**config.mk**
```make
export PLATFORM = sky130hd
export DESIGN_NAME = sisc_mem_arb_flat
export DESIGN_NICKNAME = d
export VERILOG_FILES = /design/src/rtl/sisc_mem_pkg.sv /design/src/rtl/sisc_mem_arb_if.sv /design/src/rtl/sisc_lat_cnt.sv /design/src/rtl/sisc_mem_arb.sv /design/src/flat_wrapper.sv
export SDC_FILE = /design/constraint.sdc
export NUM_CORES = 1
export LEC_CHECK = 0
export ABC_AREA = 1
export BUFFER_PORTS_ARGS = -buffer_cell sky130_fd_sc_hd__buf_4
export CORE_ASPECT_RATIO = 2
export CORE_MARGIN = 1.5
export CORE_UTILIZATION = 50
export DETAILED_ROUTE_END_ITERATION = 6
export PLACE_DENSITY = 0.84
export SLEW_MARGIN = 30
export SYNTH_ARGS = -nofsm -noshare
export SYNTH_HDL_FRONTEND = slang
export SYNTH_SLANG_ARGS = --single-unit
```
**constraint.sdc**
```tcl
create_clock -name clk -period 4.2 [get_ports clk]
set_clock_uncertainty 0.2 [all_clocks]
set_input_delay 0.63 -clock clk [delete_from_list [all_inputs] [get_ports clk]]
set_output_delay 0.63 -clock clk [all_outputs]
set_load 0.05 [all_outputs]
```
**src/rtl/sisc_mem_pkg.sv**
```systemverilog
// Shared types and defaults for the SISC memory arbiter.
package sisc_mem_pkg;

   localparam int AW_DEF = 16;
   localparam int DW_DEF = 32;

   // Wide enough for the largest legal memory latency (15).
   localparam int CNT_W = 4;

   typedef enum logic [1:0] {
      S_IDLE  = 2'd0,
      S_ISSUE = 2'd1,
      S_WAIT  = 2'd2,
      S_RESP  = 2'd3
   } state_e;

   typedef enum logic {
      OWN_FETCH = 1'b0,
      OWN_DATA  = 1'b1
   } owner_e;

   // Round-robin pick between the two requesters: on a tie the one not
   // served last wins. Only meaningful when at least one request is high.
   function automatic owner_e rr_pick(input logic   i_req,
                                      input logic   d_req,
                                      input owner_e last);
      owner_e win;
      if (i_req && d_req) begin
         if (last == OWN_FETCH) win = OWN_DATA;
         else                   win = OWN_FETCH;
      end else if (d_req) begin
         win = OWN_DATA;
      end else begin
         win = OWN_FETCH;
      end
      return win;
   endfunction

endpackage

```
**src/rtl/sisc_mem_arb_if.sv**
```systemverilog
// Bus bundle between the fetch/data requesters, the arbiter and the memory.
interface sisc_mem_arb_if #(
   parameter int AW = sisc_mem_pkg::AW_DEF,
   parameter int DW = sisc_mem_pkg::DW_DEF
);
   // Fetch requester
   logic          i_req;
   logic [AW-1:0] i_addr;
   logic          i_gnt;
   logic          i_rvalid;
   logic [DW-1:0] i_rdata;
   // Data requester
   logic          d_req;
   logic          d_we;
   logic [AW-1:0] d_addr;
   logic [DW-1:0] d_wdata;
   logic          d_gnt;
   logic          d_rvalid;
   logic [DW-1:0] d_rdata;
   // Memory port
   logic          m_en;
   logic          m_we;
   logic [AW-1:0] m_addr;
   logic [DW-1:0] m_wdata;
   logic [DW-1:0] m_rdata;
   // Status
   logic          busy;

   // Environment side: requesters plus the memory itself.
   modport master (
      output i_req, i_addr, d_req, d_we, d_addr, d_wdata, m_rdata,
      input  i_gnt, i_rvalid, i_rdata, d_gnt, d_rvalid, d_rdata,
      input  m_en, m_we, m_addr, m_wdata, busy
   );

   // Arbiter side.
   modport slave (
      input  i_req, i_addr, d_req, d_we, d_addr, d_wdata, m_rdata,
      output i_gnt, i_rvalid, i_rdata, d_gnt, d_rvalid, d_rdata,
      output m_en, m_we, m_addr, m_wdata, busy
   );

endinterface

```
**src/rtl/sisc_lat_cnt.sv**
```systemverilog
// Loadable down-counter with a zero flag, used to time the memory latency.
module sisc_lat_cnt
   import sisc_mem_pkg::*;
(
   input  logic             clk,
   input  logic             rst,
   input  logic             load_i,
   input  logic [CNT_W-1:0] load_val_i,
   input  logic             dec_i,
   output logic             zero_o
);

   logic [CNT_W-1:0] cnt_q;
   logic [CNT_W-1:0] cnt_d;

   // Next count: load wins over decrement; saturate at zero.
   always_comb begin
      // NOTE: default assignment first so every path drives cnt_d (no latch).
      cnt_d = cnt_q;
      if (load_i) begin
         cnt_d = load_val_i;
      end else if (dec_i && (cnt_q != '0)) begin
         cnt_d = cnt_q - CNT_W'(1);
      end
   end

   // Count register with synchronous reset.
   always_ff @(posedge clk) begin
      // NOTE: non-blocking assignments so every flop samples pre-edge values.
      if (rst) cnt_q <= '0;
      else     cnt_q <= cnt_d;
   end

   assign zero_o = (cnt_q == '0);

endmodule

```
**src/rtl/sisc_mem_arb.sv**
```systemverilog
// Single-port memory arbiter: serialises fetch and data transactions onto
// one fixed-latency memory and returns data/completions to the owner.
module sisc_mem_arb
   import sisc_mem_pkg::*;
#(
   parameter int AW      = AW_DEF,
   parameter int DW      = DW_DEF,
   parameter int MEM_LAT = 2           // legal range 1..15
) (
   input  logic           clk,
   input  logic           rst,
   sisc_mem_arb_if.slave  bus
);

   // WAIT lasts MEM_LAT cycles: the counter loads in ISSUE and the
   // transaction leaves WAIT in the cycle it reads zero.
   localparam logic [CNT_W-1:0] LAT_LOAD = CNT_W'(MEM_LAT - 1);

   state_e        state_q;
   owner_e        owner_q;
   owner_e        last_owner_q;
   logic          we_q;
   logic [AW-1:0] addr_q;
   logic [DW-1:0] wdata_q;
   logic          m_en_q;
   logic          i_gnt_q;
   logic          d_gnt_q;
   logic          i_rvalid_q;
   logic          d_rvalid_q;
   logic [DW-1:0] i_rdata_q;
   logic [DW-1:0] d_rdata_q;

   logic          arb_win;
   owner_e        arb_owner;
   owner_e        arb_last;
   logic          arb_we;
   logic [AW-1:0] arb_addr;
   logic [DW-1:0] arb_wdata;

   logic          cnt_zero;

   sisc_lat_cnt u_lat_cnt (
      .clk        (clk),
      .rst        (rst),
      .load_i     (state_q == S_ISSUE),
      .load_val_i (LAT_LOAD),
      .dec_i      (state_q == S_WAIT),
      .zero_o     (cnt_zero)
   );

   // Arbitration on this cycle's requests; in RESP the current owner is
   // the one just served, so it counts as "last" for the tie-break.
   always_comb begin
      arb_last  = (state_q == S_RESP) ? owner_q : last_owner_q;
      arb_win   = bus.i_req | bus.d_req;
      arb_owner = rr_pick(bus.i_req, bus.d_req, arb_last);
      arb_we    = 1'b0;
      arb_addr  = bus.i_addr;
      arb_wdata = '0;
      if (arb_owner == OWN_DATA) begin
         arb_we    = bus.d_we;
         arb_addr  = bus.d_addr;
         arb_wdata = bus.d_wdata;
      end
   end

   // Control FSM with registered strobes, latches and read-data holding.
   always_ff @(posedge clk) begin
      if (rst) begin
         // NOTE: the transaction latches are reset as well because they
         // drive m_addr/m_wdata directly and every output must read 0.
         state_q      <= S_IDLE;
         owner_q      <= OWN_FETCH;
         last_owner_q <= OWN_FETCH;
         we_q         <= 1'b0;
         addr_q       <= '0;
         wdata_q      <= '0;
         m_en_q       <= 1'b0;
         i_gnt_q      <= 1'b0;
         d_gnt_q      <= 1'b0;
         i_rvalid_q   <= 1'b0;
         d_rvalid_q   <= 1'b0;
         i_rdata_q    <= '0;
         d_rdata_q    <= '0;
      end else begin
         m_en_q     <= 1'b0;
         i_gnt_q    <= 1'b0;
         d_gnt_q    <= 1'b0;
         i_rvalid_q <= 1'b0;
         d_rvalid_q <= 1'b0;
         case (state_q)
            S_IDLE, S_RESP: begin
               if (state_q == S_RESP) last_owner_q <= owner_q;
               if (arb_win) begin
                  owner_q <= arb_owner;
                  we_q    <= arb_we;
                  addr_q  <= arb_addr;
                  wdata_q <= arb_wdata;
                  m_en_q  <= 1'b1;
                  i_gnt_q <= (arb_owner == OWN_FETCH);
                  d_gnt_q <= (arb_owner == OWN_DATA);
                  state_q <= S_ISSUE;
               end else begin
                  state_q <= S_IDLE;
               end
            end
            S_ISSUE: begin
               state_q <= S_WAIT;
            end
            S_WAIT: begin
               if (cnt_zero) begin
                  if (!we_q) begin
                     if (owner_q == OWN_FETCH) i_rdata_q <= bus.m_rdata;
                     else                      d_rdata_q <= bus.m_rdata;
                  end
                  i_rvalid_q <= (owner_q == OWN_FETCH);
                  d_rvalid_q <= (owner_q == OWN_DATA);
                  state_q    <= S_RESP;
               end
            end
            default: begin
               state_q <= S_IDLE;
            end
         endcase
      end
   end

   assign bus.i_gnt    = i_gnt_q;
   assign bus.d_gnt    = d_gnt_q;
   assign bus.i_rvalid = i_rvalid_q;
   assign bus.d_rvalid = d_rvalid_q;
   assign bus.i_rdata  = i_rdata_q;
   assign bus.d_rdata  = d_rdata_q;
   assign bus.m_en     = m_en_q;
   assign bus.m_we     = m_en_q & we_q;
   assign bus.m_addr   = addr_q;
   assign bus.m_wdata  = wdata_q;
   assign bus.busy     = (state_q != S_IDLE);

endmodule

```
**src/flat_wrapper.sv**
```systemverilog
// flat-port wrapper written by rule: the top's interface ports become plain ports
module sisc_mem_arb_flat import sisc_mem_pkg::*;
#(
   parameter int AW      = AW_DEF,
   parameter int DW      = DW_DEF,
   parameter int MEM_LAT = 2                               
)
  (clk, rst, bus_i_req, bus_i_addr, bus_d_req, bus_d_we, bus_d_addr, bus_d_wdata, bus_m_rdata, bus_i_gnt, bus_i_rvalid, bus_i_rdata, bus_d_gnt, bus_d_rvalid, bus_d_rdata, bus_m_en, bus_m_we, bus_m_addr, bus_m_wdata, bus_busy);
  sisc_mem_arb_if #(.AW(AW), .DW(DW)) bus_i ();
  input  logic clk;
  input  logic rst;
  input wire logic [$bits(bus_i.i_req)-1:0] bus_i_req;
  input wire logic [$bits(bus_i.i_addr)-1:0] bus_i_addr;
  input wire logic [$bits(bus_i.d_req)-1:0] bus_d_req;
  input wire logic [$bits(bus_i.d_we)-1:0] bus_d_we;
  input wire logic [$bits(bus_i.d_addr)-1:0] bus_d_addr;
  input wire logic [$bits(bus_i.d_wdata)-1:0] bus_d_wdata;
  input wire logic [$bits(bus_i.m_rdata)-1:0] bus_m_rdata;
  output wire logic [$bits(bus_i.i_gnt)-1:0] bus_i_gnt;
  output wire logic [$bits(bus_i.i_rvalid)-1:0] bus_i_rvalid;
  output wire logic [$bits(bus_i.i_rdata)-1:0] bus_i_rdata;
  output wire logic [$bits(bus_i.d_gnt)-1:0] bus_d_gnt;
  output wire logic [$bits(bus_i.d_rvalid)-1:0] bus_d_rvalid;
  output wire logic [$bits(bus_i.d_rdata)-1:0] bus_d_rdata;
  output wire logic [$bits(bus_i.m_en)-1:0] bus_m_en;
  output wire logic [$bits(bus_i.m_we)-1:0] bus_m_we;
  output wire logic [$bits(bus_i.m_addr)-1:0] bus_m_addr;
  output wire logic [$bits(bus_i.m_wdata)-1:0] bus_m_wdata;
  output wire logic [$bits(bus_i.busy)-1:0] bus_busy;
  assign bus_i.i_req = bus_i_req;
  assign bus_i.i_addr = bus_i_addr;
  assign bus_i.d_req = bus_d_req;
  assign bus_i.d_we = bus_d_we;
  assign bus_i.d_addr = bus_d_addr;
  assign bus_i.d_wdata = bus_d_wdata;
  assign bus_i.m_rdata = bus_m_rdata;
  assign bus_i_gnt = bus_i.i_gnt;
  assign bus_i_rvalid = bus_i.i_rvalid;
  assign bus_i_rdata = bus_i.i_rdata;
  assign bus_d_gnt = bus_i.d_gnt;
  assign bus_d_rvalid = bus_i.d_rvalid;
  assign bus_d_rdata = bus_i.d_rdata;
  assign bus_m_en = bus_i.m_en;
  assign bus_m_we = bus_i.m_we;
  assign bus_m_addr = bus_i.m_addr;
  assign bus_m_wdata = bus_i.m_wdata;
  assign bus_busy = bus_i.busy;
  sisc_mem_arb #(.AW(AW), .DW(DW), .MEM_LAT(MEM_LAT)) u_core (.clk(clk), .rst(rst), .bus(bus_i));
endmodule
```
==> impl_results.md <==
- Syn-to-layout area delta: 43.1%
- Post-place instance area: 6590 um2
- Remaining routing DRC violations: 0
- Number of H-tree levels: 4
- Launching element type of the critical path: flop
- Type of the worst min-delay path: input pin to flop
- Met1 Track Usage GR: 26.1%
- Number of max-capacitance violations reported: 0
- Area inside the core boundary: 9760 um2
- Leading cell type in the layout, fill and taps excluded: buf_4
- Net switching fraction of the power: 46.1%
- Transition time at the pin with the least slew margin: 0.783 ns
- Clock tree from TritonCTS: done
- Effective utilization at floorplan: 51.2%
- Post-CTS resize count: 0
- Top library cells by usage in the layout, fill and taps aside: buf_4 (221), nor2_1 (135), dfxtp_1 (126), o21ai_0 (78), nand2_1 (70)
- Peak fanout along the critical path: 52
- Area share of the largest cell type after synthesis: 50.4%
- Number of fill cells in the layout: 794
- Final Routed Wirelength: 13600 um
- Final HPWL DP: 9810 um
- Worst slew margin relative to its limit: 47.7%
- Peak supply drop: 0.000496 V
- CP Class: flop to flop
- Weighted congestion at the end of routability-driven global placement: 0.884
- Worst setup slack after layout: ~1.5 ns
- Data required time of the worst path: 4.33 ns
- Antenna violations before repair: 0
- Footprint of the multi-input gates: roughly 2100 um2
- Post-DR wirelength/cell: 13.7 um
- Unrepaired setup endpoints after global routing: no
- Final critical-path share of the clock period: 63.3%
- Setup slack, reg-to-reg: 1.54 ns
- Power per standard cell area: 841 nW/um2
- Die Height: 144 um
- Final total power: 0.00602 W
- Combinational share of power: a little under half
- Net count after synthesis: roughly 760
- FF+latch count, synth: 126
- Internal Pwr Total: 0.00325 W
- Max Fclk: roughly 380 MHz
- Post-synthesis cell area: 5000 um2
- Gr ovfl total: 0
- Global-route wire length before repair: approximately 21000 um
- Initial DRC count: 228
- Post-Syn Area per Cell: roughly 7.6 um2
- Final Setup Violations: 0
- Worst-Skew Late Latency: about 0.40 ns
- Proportion of layout cells with a drive suffix above 1: between 30% and 40%
- Final instance area: 7160 um2
- Worst setup slack before clock tree synthesis: between 1.5 and 2 ns
- Number of clock buffers inserted by TritonCTS: 17
- Number of different library cells in the post-synthesis netlist: 30
- Diodes inserted: 0
- I/O Buffers: 219
- Die X: roughly 74 um
- Cell accounting for the most synthesized area: dfxtp_1
- Total routing usage reported by global routing: 25.6%
- Final-stage net count: 959
- I/O pin cnt: between 200 and 250
- Min cycle time layout: 2.66 ns
- Router iterations before antenna repair: 4
- Clock root cell: clkbuf_16
- Via density: approximately 5.1
- Maximum clock path buffer count: 2
- Net switching power: 0.00277 W
- Sink count of the clock tree: 126
- Clock-pin slew reported for the worst setup and hold paths after clock tree synthesis: 0.06 ns
- Largest cells by area after synthesis: dfxtp_1 (50%), nor2_1 (10%), o21ai_0 (7.8%)
- Met3 usage: 7.87%
- Clock network fraction of total power: 23.5%
- Count of hold-fix buffers inserted at cts: 0
- Final Hold Vio Count: 0
- Number of global-route vias before repair: 4824
- Setup total negative slack: 0 ns
- Setup repair bufs after CTS: 0
- Leakage power: 3.47 nW
- Via count: 5093
- Grt met2 use: between 40% and 50%
- Row count: 51
- Number of nets with antenna violations after routing: 0
- Pins over their slew limit: 0
- Setup crit end kind: flop
- Die area: 10600 um2
- Status: complete, no violations
- Register cell area after layout: 2520 um2
- Share of total power in sequential cells: 29.3%
- Sequential cell area fraction in the yosys report: roughly 50%
- Pin count of the biggest net entering global routing: 59
- Worst EP arrival: 2.79 ns
- Global route hottest layer: met2
- Post-synthesis cell count: 657
- Count of synthesis-stage warnings from yosys: 0
==> stage by stage <==
| step | cells | util (%) | hold slack [ns] |
|---|---|---|---|
| final | 996 | 73.3 | 0.267 |
| after global routing | 996 | 73.3 | 0.260 |
| after CTS | 996 | 73.3 | 0.250 |
| after detailed placement | 965 | 67.4 | 0.273 |
| after global placement | 965 | 67.4 | 0.264 |
| after floorplan | 657 | - | 0.254 |
==> synthesized netlist by cell type (all sizes together) <==
| master | instances |
|---|---|
| ha | 6 |
| nand3b | 1 |
| nor2 | 138 |
| nand3 | 54 |
| dfxtp | 126 |
| clkinv | 2 |
| o21ai | 100 |
| a21oi | 37 |
| o22ai | 1 |
| a31oi | 1 |
| a21boi | 1 |
| nor3 | 33 |
| buf | 19 |
| inv | 36 |
| clkbuf | 26 |
| o211ai | 1 |
| nand2 | 75 |
==> layer usage <==
metal / up-vias / part of all wire [%]
li1: 2538 / -
met1: 2311 / 36
met2: 211 / 54
met3: 33 / 6.9
met4: 0 / 3.1
met5: - / 0
==> power by group through the flow <==
stage / registers, W / clock network, W / logic [W]
CTS: 0.00176 / 0.00144 / 0.00286
floorplan: 0.00285 / 0 / 0.00101
global route: 0.00180 / 0.00149 / 0.00306
global placement: 0.00177 / 0 / 0.00278
detailed placement: 0.00178 / 0 / 0.00285
finish: 0.00176 / 0.00141 / 0.00285
==> worst max-delay path, cell delays in order (launching register included) <==
cell,delay (ns)
dfxtp_1,0.40
inv_1,0.11
ha_1,0.33
inv_1,0.13
o21ai_2,0.08
inv_2,0.53
buf_4,0.49
o21ai_0,0.14
a21oi_1,0.16
==> kinds of logic (layout without fill, tap and decap cells) <==
group | Yosys count | in the layout | share of synthesized area (%)
adders and majority gates | 6 | 6 | 1.50
and+or+nand+nor | 301 | 301 | 26.0
DFF | 126 | 126 | 50.4
buffers and inverters | 83 | 290 | 7.70
AOI/OAI and AO/OA | 141 | 141 | 14.3
==> registers in the layout, summed over array words and instances (netlist names) <==
signal	count
u_core.bus.d_rdata	32
u_core.bus.i_rdata	32
u_core.bus.m_wdata	32
u_core.bus.m_addr	16
u_core.u_lat_cnt.cnt_q	4
u_core.state_q	2
u_core.bus.d_gnt	1
u_core.bus.d_rvalid	1
u_core.bus.i_gnt	1
u_core.bus.i_rvalid	1
u_core.bus.m_en	1
u_core.last_owner_q	1
u_core.owner_q	1
u_core.we_q	1
==> path summary, 6_finish.rpt <==
kind	end	depth (start not counted)	startpoint
max	u_core.bus.m_wdata[29]	8	u_core.state_q[0]
min	u_core.bus.d_rdata[15]	3	bus_m_rdata[15]
max reg2reg	u_core.bus.m_wdata[29]	8	u_core.state_q[0]
min reg2reg	u_core.bus.i_rdata[25]	2	u_core.bus.i_rdata[25]
==> area by class of cell <==
class | instances | share of cell area (%)
Inverter | 38 | 2.01
Sequential cell | 126 | 35.2
Tap cell | 132 | 2.31
Clock inverter | 11 | 1.63
Clock buffer | 20 | 6.38
Timing Repair Buffer | 221 | 23.2
Multi-Input combinational cell | 448 | 29.3
Power figures use the tool's default switching activity.
